### config.mk
export PLATFORM = sky130hd
export DESIGN_NAME = dram_cmd_sequencer
export DESIGN_NICKNAME = d
export VERILOG_FILES = /design/src/rtl/dram_seq_pkg.sv /design/src/rtl/dram_timer.sv /design/src/rtl/dram_cmd_sequencer.sv
export SDC_FILE = /design/constraint.sdc
export NUM_CORES = 1
export LEC_CHECK = 0
export CELL_PAD_IN_SITES_DETAIL_PLACEMENT = 0
export CELL_PAD_IN_SITES_GLOBAL_PLACEMENT = 1
export CORE_MARGIN = 4
export CORE_UTILIZATION = 40
export CTS_BUF_LIST = sky130_fd_sc_hd__clkbuf_8
export CTS_CLUSTER_DIAMETER = 80
export DETAILED_ROUTE_END_ITERATION = 7
export GPL_TIMING_DRIVEN = 0
export HOLD_SLACK_MARGIN = 0.05
export PLACE_DENSITY_LB_ADDON = 0.1
export SYNTH_ARGS = -nofsm -noshare
export SYNTH_HDL_FRONTEND = slang
export SYNTH_SLANG_ARGS = --single-unit
### constraint.sdc
create_clock -name clk -period 12 [get_ports clk]
set_clock_uncertainty 0.2 [all_clocks]
set_input_delay 2.4 -clock clk [delete_from_list [all_inputs] [get_ports clk]]
set_output_delay 2.4 -clock clk [all_outputs]
set_load 0.05 [all_outputs]
### src/rtl/dram_seq_pkg.sv
// Shared definitions for the DRAM command sequencer.
//   state_t / St*  : sequencer FSM state encoding
//   cmd_t / Cmd*   : DRAM pin patterns, packed as {RASn, CASn, WEn[3:0]}
//   cmd_write()    : WRITE pattern with per-byte enables taken from the strobes
//   Def*           : default address field widths and timing counter width
package dram_seq_pkg;

    localparam int unsigned DefRowW = 11;
    localparam int unsigned DefColW = 10;
    localparam int unsigned DefCntW = 4;

    typedef logic [3:0] state_t;

    localparam state_t StIdle    = 4'd0;
    localparam state_t StPre     = 4'd1;
    localparam state_t StPreWait = 4'd2;
    localparam state_t StAct     = 4'd3;
    localparam state_t StActWait = 4'd4;
    localparam state_t StCol     = 4'd5;
    localparam state_t StRdWait  = 4'd6;
    localparam state_t StWrWait  = 4'd7;
    localparam state_t StRsp     = 4'd8;

    typedef logic [5:0] cmd_t;

    localparam cmd_t CmdNop = 6'b11_1111;
    localparam cmd_t CmdPre = 6'b01_0000;
    localparam cmd_t CmdAct = 6'b01_1111;
    localparam cmd_t CmdRd  = 6'b10_1111;
    localparam cmd_t CmdWr  = 6'b10_0000;

    // Byte enables are active-low on the pins, so a zero strobe gives WEn=F.
    function automatic cmd_t cmd_write(input logic [3:0] wstrb);
        return {CmdWr[5:4], ~wstrb};
    endfunction

endpackage

### src/rtl/dram_timer.sv
// Loadable down-counter used for the precharge, activate and write-recovery gaps.
//   clk, rst     : clock, asynchronous active-high reset
//   load_i       : load load_val_i this cycle (takes priority over counting)
//   load_val_i   : value to load
//   done_o       : counter has reached zero
module dram_timer
    import dram_seq_pkg::*;
#(
    parameter int unsigned CNT_W = DefCntW
) (
    input  logic             clk,
    input  logic             rst,
    input  logic             load_i,
    input  logic [CNT_W-1:0] load_val_i,
    output logic             done_o
);

    logic [CNT_W-1:0] count_q, count_d;

    always_comb begin
        count_d = count_q;
        if (load_i) begin
            count_d = load_val_i;
        end else if (count_q != '0) begin
            count_d = count_q - 1'b1;
        end
    end

    always_ff @(posedge clk or posedge rst) begin
        if (rst) begin
            count_q <= '0;
        end else begin
            count_q <= count_d;
        end
    end

    assign done_o = (count_q == '0);

endmodule

### src/rtl/dram_cmd_sequencer.sv
// Open-page DRAM command sequencer: takes single-word requests, issues
// PRECHARGE / ACTIVATE / READ / WRITE with programmable gaps and returns a
// read word or write acknowledge.
//   clk, rst                       : dram_clk, asynchronous active-high reset
//   req_valid/ready/write/addr/... : request channel (ready only in idle)
//   rsp_valid/ready/rdata          : response channel, held until accepted
//   DRAM_*                         : registered command pins, read data return
module dram_cmd_sequencer
    import dram_seq_pkg::*;
#(
    parameter int unsigned ROW_W = DefRowW,
    parameter int unsigned COL_W = DefColW,
    parameter int unsigned T_RP  = 5,
    parameter int unsigned T_RCD = 5,
    parameter int unsigned T_WR  = 5,
    parameter int unsigned CNT_W = DefCntW
) (
    input  logic                   clk,
    input  logic                   rst,
    input  logic                   req_valid,
    output logic                   req_ready,
    input  logic                   req_write,
    input  logic [ROW_W+COL_W-1:0] req_addr,
    input  logic [31:0]            req_wdata,
    input  logic [3:0]             req_wstrb,
    output logic                   rsp_valid,
    input  logic                   rsp_ready,
    output logic [31:0]            rsp_rdata,
    output logic                   DRAM_CSn,
    output logic                   DRAM_RASn,
    output logic                   DRAM_CASn,
    output logic [3:0]             DRAM_WEn,
    output logic [ROW_W-1:0]       DRAM_A,
    output logic [31:0]            DRAM_D,
    input  logic [31:0]            DRAM_Q,
    input  logic                   DRAM_valid
);

    localparam int unsigned ADDR_W = ROW_W + COL_W;

    // The timer is loaded on entry to a command state, so the command cycle
    // itself counts as the first cycle of the gap.
    localparam logic [CNT_W-1:0] RpLoad  = CNT_W'(T_RP - 1);
    localparam logic [CNT_W-1:0] RcdLoad = CNT_W'(T_RCD - 1);
    localparam logic [CNT_W-1:0] WrLoad  = CNT_W'(T_WR - 1);

    state_t             state_q, state_d;
    logic               row_open_q, row_open_d;
    logic [ROW_W-1:0]   open_row_q, open_row_d;
    logic               wr_q;
    logic [ADDR_W-1:0]  addr_q;
    logic [31:0]        wdata_q;
    logic [3:0]         wstrb_q;
    logic               rsp_valid_q, rsp_valid_d;
    logic [31:0]        rsp_rdata_q, rsp_rdata_d;
    cmd_t               cmd_q, cmd_d;
    logic               csn_q, csn_d;
    logic [ROW_W-1:0]   a_q, a_d;
    logic [31:0]        d_q, d_d;

    logic               accept;
    logic               cur_write;
    logic [ADDR_W-1:0]  cur_addr;
    logic [31:0]        cur_wdata;
    logic [3:0]         cur_wstrb;
    logic [ROW_W-1:0]   cur_row;
    logic [COL_W-1:0]   cur_col;
    logic               timer_load;
    logic [CNT_W-1:0]   timer_val;
    logic               timer_done;

    assign req_ready = (state_q == StIdle);
    assign accept    = req_valid && req_ready;

    // On the accept cycle the latch is not yet loaded, so use the live request.
    assign cur_write = accept ? req_write : wr_q;
    assign cur_addr  = accept ? req_addr  : addr_q;
    assign cur_wdata = accept ? req_wdata : wdata_q;
    assign cur_wstrb = accept ? req_wstrb : wstrb_q;
    assign cur_row   = cur_addr[ADDR_W-1:COL_W];
    assign cur_col   = cur_addr[COL_W-1:0];

    dram_timer #(
        .CNT_W (CNT_W)
    ) u_timer (
        .clk        (clk),
        .rst        (rst),
        .load_i     (timer_load),
        .load_val_i (timer_val),
        .done_o     (timer_done)
    );

    always_comb begin
        state_d     = state_q;
        row_open_d  = row_open_q;
        open_row_d  = open_row_q;
        rsp_valid_d = rsp_valid_q;
        rsp_rdata_d = rsp_rdata_q;
        timer_load  = 1'b0;
        timer_val   = '0;
        case (state_q)
            StIdle: begin
                if (accept) begin
                    timer_load = 1'b1;
                    if (row_open_q && (cur_row == open_row_q)) begin
                        state_d   = StCol;
                        timer_val = WrLoad;
                    end else if (row_open_q) begin
                        state_d   = StPre;
                        timer_val = RpLoad;
                    end else begin
                        state_d   = StAct;
                        timer_val = RcdLoad;
                    end
                end
            end
            StPre, StPreWait: begin
                row_open_d = 1'b0;
                if (timer_done) begin
                    state_d    = StAct;
                    timer_load = 1'b1;
                    timer_val  = RcdLoad;
                end else begin
                    state_d = StPreWait;
                end
            end
            StAct, StActWait: begin
                row_open_d = 1'b1;
                open_row_d = cur_row;
                if (timer_done) begin
                    state_d    = StCol;
                    timer_load = 1'b1;
                    timer_val  = WrLoad;
                end else begin
                    state_d = StActWait;
                end
            end
            StCol, StWrWait: begin
                if (!cur_write) begin
                    state_d = StRdWait;
                end else if (timer_done) begin
                    state_d     = StRsp;
                    rsp_valid_d = 1'b1;
                    rsp_rdata_d = '0;
                end else begin
                    state_d = StWrWait;
                end
            end
            StRdWait: begin
                if (DRAM_valid) begin
                    state_d     = StRsp;
                    rsp_valid_d = 1'b1;
                    rsp_rdata_d = DRAM_Q;
                end
            end
            StRsp: begin
                if (rsp_ready) begin
                    state_d     = StIdle;
                    rsp_valid_d = 1'b0;
                end
            end
            default: state_d = StIdle;
        endcase
    end

    // Pins are decoded from the next state so each command shows in the
    // first cycle spent in its state.
    always_comb begin
        cmd_d = CmdNop;
        csn_d = (state_d == StIdle);
        a_d   = a_q;
        d_d   = d_q;
        case (state_d)
            StPre: cmd_d = CmdPre;
            StAct: begin
                cmd_d = CmdAct;
                a_d   = cur_row;
            end
            StCol: begin
                a_d = ROW_W'(cur_col);
                if (cur_write) begin
                    cmd_d = cmd_write(cur_wstrb);
                    d_d   = cur_wdata;
                end else begin
                    cmd_d = CmdRd;
                end
            end
            default: ;
        endcase
    end

    always_ff @(posedge clk or posedge rst) begin
        if (rst) begin
            state_q     <= StIdle;
            row_open_q  <= 1'b0;
            open_row_q  <= '0;
            wr_q        <= 1'b0;
            addr_q      <= '0;
            wdata_q     <= '0;
            wstrb_q     <= '0;
            rsp_valid_q <= 1'b0;
            rsp_rdata_q <= '0;
            cmd_q       <= CmdNop;
            csn_q       <= 1'b1;
            a_q         <= '0;
            d_q         <= '0;
        end else begin
            state_q     <= state_d;
            row_open_q  <= row_open_d;
            open_row_q  <= open_row_d;
            if (accept) begin
                wr_q    <= req_write;
                addr_q  <= req_addr;
                wdata_q <= req_wdata;
                wstrb_q <= req_wstrb;
            end
            rsp_valid_q <= rsp_valid_d;
            rsp_rdata_q <= rsp_rdata_d;
            cmd_q       <= cmd_d;
            csn_q       <= csn_d;
            a_q         <= a_d;
            d_q         <= d_d;
        end
    end

    assign rsp_valid = rsp_valid_q;
    assign rsp_rdata = rsp_rdata_q;
    assign DRAM_CSn  = csn_q;
    assign {DRAM_RASn, DRAM_CASn, DRAM_WEn} = cmd_q;
    assign DRAM_A    = a_q;
    assign DRAM_D    = d_q;

endmodule

After elaboration in Yosys (flattened, before gate mapping)
Cells that the tools add are included.
{"block": "totals", "out_inout_bits": 84, "ff_bits": 161}
{"block": "op_classes", "muxes": 35, "n_addsub": 1, "eq_ne": 16, "bitwise": 1, "n_reduce_logical": 18}
{"operator": "$mux W32", "n": 4}
{"operator": "$pmux W32 S2", "n": 1}
{"operator": "$mux W4", "n": 9}
{"operator": "$pmux W4 S6", "n": 1}
{"operator": "$pmux W11 S2", "n": 1}
{"operator": "$mux W21", "n": 1}
{"operator": "$eq A4 B3 Y1 const B", "n": 5}
{"operator": "$pmux W6 S3", "n": 1}
{"operator": "$eq A4 B2 Y1 const B", "n": 3}
{"operator": "$logic_not A4 Y1", "n": 3}
{"operator": "$eq A11 B11 Y1", "n": 1}
{"operator": "$mux W1", "n": 9}
{"operator": "$mux W3", "n": 3}
{"operator": "$eq A4 B1 Y1 const B", "n": 2}
{"operator": "$ne A2 B2 Y1 const B", "n": 4}
{"operator": "$reduce_bool A2 Y1", "n": 4}
{"operator": "$pmux W3 S2", "n": 1}
{"operator": "$reduce_or A2 Y1", "n": 3}
{"operator": "$reduce_and A5 Y1", "n": 1}
{"operator": "$eq A4 B4 Y1 const B", "n": 1}
{"operator": "$not A4 Y4", "n": 1}
{"operator": "$pmux W1 S2", "n": 2}
{"operator": "$reduce_and A4 Y1", "n": 1}
{"operator": "$reduce_bool A4 Y1", "n": 1}
{"operator": "7 further kinds", "n": 8}

Depth between registers and ports, before layout
{"block": "depth", "ltp_word": 10, "mapped_depth": 11, "ltp_nobuf": 9}

Cells and area by module
Synthesis repeated with hierarchy kept, for this count alone.
{"block": "unflattened", "hier_cells": 484, "area_unflattened_um2": 6620.1}
{"module": "dram_cmd_sequencer", "seq_area_each_um2": 3937.5, "n_inst": 1, "area_each_um2": 6384.9, "cells_each": 460}
{"module": "dram_timer", "seq_area_each_um2": 100.1, "n_inst": 1, "area_each_um2": 235.2, "cells_each": 24}

Worst setup path before layout
Ideal clock, no wire load.
{"block": "synth_path", "path_kind": "input -> register", "from": "input req_valid", "to": "register d_q[0] (netlist: DRAM_D[0])", "arrival_ns": 4.345, "setup_slack_ns": 7.330, "setup_time_ns": 0.125, "required_time_ns": 11.675, "path_stages": 9, "path_cell_list": "clkbuf_1 nand2_4 or4_1 o32ai_2 o21a_1 buf_6 nand2_4 buf_6 mux2_4"}
{"block": "synth_between", "elab_chain_len": 9, "word_cells_on_any_way": 12}
{"element": "start, declared", "line_no": "dram_cmd_sequencer.sv:20", "text": "input logic req_valid,"}
{"element": "$logic_and A1 B1 Y1 *", "line_no": "dram_cmd_sequencer.sv:73", "text": "assign accept = req_valid && req_ready;"}
{"element": "$mux W21"}
{"element": "$eq A11 B11 Y1", "line_no": "dram_cmd_sequencer.sv:105", "text": "if (row_open_q && (cur_row == open_row_q)) begin"}
{"element": "$logic_and A1 B1 Y1", "line_no": "dram_cmd_sequencer.sv:105"}
{"element": "$mux W3", "line_no": "dram_cmd_sequencer.sv:105"}
{"element": "$mux W4", "line_no": "dram_cmd_sequencer.sv:103", "text": "if (accept) begin"}
{"element": "$pmux W4 S6", "line_no": "dram_cmd_sequencer.sv:101", "text": "case (state_q)"}
{"element": "$eq A4 B3 Y1", "line_no": "dram_cmd_sequencer.sv:173", "text": "case (state_d)"}
{"element": "$reduce_and A2 Y1 (no line)"}
{"element": "end signal, assigned", "line_no": "dram_cmd_sequencer.sv:206", "text": "d_q <= '0;"}
{"element": "end signal, assigned", "line_no": "dram_cmd_sequencer.sv:222", "text": "d_q <= d_d;"}
{"element": "end, declared", "line_no": "dram_cmd_sequencer.sv:59", "text": "logic [31:0] d_q, d_d;"}
Every way passes the cells marked *; elsewhere a longest branch is shown, timed or not.
A chain may end at the register's enable or synchronous reset.

Worst setup path in the final report
{"block": "layout_path", "from": "register state_q[0]", "to": "output req_ready"}
{"block": "layout_between", "elab_chain_len": 1}
{"element": "start, declared", "line_no": "dram_cmd_sequencer.sv:47", "text": "state_t state_q, state_d;"}
{"element": "start signal, assigned", "line_no": "dram_cmd_sequencer.sv:194", "text": "state_q <= StIdle;"}
{"element": "start signal, assigned", "line_no": "dram_cmd_sequencer.sv:208", "text": "state_q <= state_d;"}
{"element": "$logic_not A4 Y1", "line_no": "dram_cmd_sequencer.sv:72", "text": "assign req_ready = (state_q == StIdle);"}
{"element": "end, declared", "line_no": "dram_cmd_sequencer.sv:21", "text": "output logic req_ready,"}
No other way between the ends.

==> flow_summary.json <==
{
  "fin_tns_setup_ps": 0,
  "slowest_delay_ps": 830,
  "timing.final.crit_share_pct": 41.4,
  "routabilityCongestion": 0.750,
  "synth.area.top_cells": "dfrtp_1, nand2_1, mux2_4",
  "cts_sinks": 161,
  "syn_nets": 736,
  "required_ps": 9400,
  "num_vias": 5065,
  "synth_most_common_cell": "nand2_1",
  "post_cts_resized": 0,
  "path_delay_family": "buffers and inverters",
  "hold_buffers": 0,
  "areaGrowthSynthToFinish_pct": 36.4,
  "synth_top_area_share_pct": 57.5,
  "grt_overflow": 0,
  "cts_made_buffers": 17,
  "n_antenna_cell": 0,
  "synthTopCellsByCount": "nand2_1, dfrtp_1, o21ai_0",
  "syn-cell-area_sq_um": 6700,
  "start_kind": "flip-flop",
  "grt_pass1_wl_mm": 26.1,
  "drt_iter0_drc": 162,
  "placeableCoreArea_sq_um": 16500,
  "hold_viol_final": 0,
  "htreeDepth": 4,
  "grt_use_met2_pct": 28.3,
  "tritoncts": "yes",
  "worstHoldPathType": "flip-flop to flip-flop",
  "synth_area_leader_cell": "dfrtp_1",
  "wl_mm": 16.3,
  "synth_edf_count": 0,
  "grt_max_degree": 115,
  "root_buffer": "clkbuf_8",
  "worst-path-buf-inv": 2,
  "clk_pin_slew_ps": 80,
  "period_needed_ps": 4970,
  "met3_usage_pct": 5.62,
  "crit_arrival_ps": 2370,
  "die_x_um": 137,
  "track_usage_pct": 17.7,
  "worstPathMaxFanout": 7,
  "clock_latency_ps": 440,
  "max_clock_freq_mhz": 201,
  "cap_viol_max_count": 0,
  "setup_viol": 0,
  "clock_path_buffers": 2,
  "antenna_found_initial": 0,
  "netlist_instances": 640,
  "ys_seq_area_share_pct": 60.2,
  "slew_headroom_pct": 53.7,
  "holdWs_ps": 278,
  "hpwlAfterDp_mm": 11.9,
  "top_usage_layer": "met2",
  "initial_core_util_pct": 40.6,
  "portBuffers": 177,
  "final_core_util_pct": 55.3,
  "fin_nets": 933,
  "post_drt_wl_per_cell_um": 15.3,
  "status": "finished clean",
  "tightest_slew_ps": 687,
  "synthFlopType": "dfrtp_1",
  "die-area_sq_um": 18900,
  "slew_violations": 0,
  "crit_type": "flip-flop to output port",
  "critPathCaptureType": "output port",
  "avgSynthCellArea_sq_um": 10.5,
  "async_flop_share_pct": 100,
  "fp.dieH_um": 137,
  "rows": 47,
  "worst_path_max_delay_cell": "clkdlybuf4s50_1",
  "ys_types": 42,
  "ys_ff_latch": 161,
  "vdd_drop_max_mv": 0.161,
  "power-per-cell-area_nw_per_um2": 271,
  "worstPathCellList": "or4_4, clkinv_2, clkdlybuf4s50_1",
  "drc": 0,
  "drt-pass1-iter-count": 4,
  "pin_count": 179,
  "rsz0062_at_grt": "no",
  "post_cts_buffers": 0,
  "via_per_inst": 4.73,
  "p_leak_nw": 4.22,
  "post_route_cells_drive_above_1_share_pct": 10.7,
  "ant_nets": 0,
  "grt_pass1_vias": 5200,
  "fillers": 1485,
  "grt_util_met1_pct": 23.3,
  "synth_warnings": 0
}
## logic make-up after synthesis
family,count (synthesis),synth area share (%)
simple gates,288,18.1
mux,54,10.5
flops,161,60.2
buf+inv,52,3.38
compound gates,74,6.33
fa+ha+maj,1,0.187
xor+xnor,10,1.31
## worst reg2reg max path, cell delays in order (launching register included)
cell and delay [ps]:
dfrtp_1 410, inv_1 70, ha_1 190, nor3b_2 490, mux2i_1 150, o211ai_1 420, and2_1 210, clkbuf_1 460
mux2_2 400, mux2_2 260
## stage by stage
stage               setup slack [ps]  instances  cell area [sq um]  total power, mW
floorplan                       5060        640               6700             1.72
global placement                2970       1037               8750             2.10
detailed placement              6750       1038               8780             2.14
CTS                             6980       1070               9140             2.51
global route                    6920       1070               9140             2.65
finish                          7030       1070               9140             2.47
## placed cells by master, fill, tap and decap left out, types with 6 or more instances in the layout
cell type          n
mux2_2            11
dfrtp_1          154
o21ai_0           50
clkdlybuf4s50_1  177
nor2_1            15
clkbuf_1          29
xnor2_1           10
nand2_1          233
clkbuf_8          17
dfstp_2            7
mux2_4            30
mux2i_1           13
inv_1             20
a21oi_1            8
nand3_1            6
and2_1             6
## layout make-up
class / instances / area, sq um / share of cell area, %
clock inverter: 15 / 121 / 1.33
inverter: 19 / 80.1 / 0.876
multi-input combinational: 427 / 2440 / 26.7
sequential: 161 / 4040 / 44.2
clock buffer: 17 / 234 / 2.56
buffer: 33 / 154 / 1.68
tap: 220 / 275 / 3.01
timing repair buffer: 178 / 1800 / 19.7
## per-layer routing
metal	routed length, um	vias up
met4	181	0
met5	0	-
met1	7330	2448
met3	1010	15
li1	-	2482
met2	7810	120
## state kept, by name (all words and copies together), names as in the netlist
register,count
rsp_rdata,32
wdata_q,32
u_timer.count_q,4
DRAM_CSn,1
DRAM_A,11
wr_q,1
state_q,4
row_open_q,1
rsp_valid,1
addr_q,21
DRAM_D,32
wstrb_q,4
open_row_q,11
cmd_q,6
## power by group
part           switching (mW)  internal [mW]
clock                   0.200          0.162
sequential              0.110          0.779
combinational           0.787          0.435
total                    1.10           1.38
## worst paths after layout
kind	from	endpoint	slack [ps]	cells past startpoint
setup / recovery	state_q[0]	req_ready	7030	3
hold / removal	wstrb_q[2]	wstrb_q[2]	280	2
setup reg to reg	u_timer.count_q[0]	DRAM_A[9]	8630	9
hold reg to reg	wstrb_q[2]	wstrb_q[2]	280	2
max in group asynchronous	rst	rsp_rdata[28]	8560	3
min in group asynchronous	rst	DRAM_D[27]	2140	2
No activity file was read; power rests on OpenSTA's default activity.
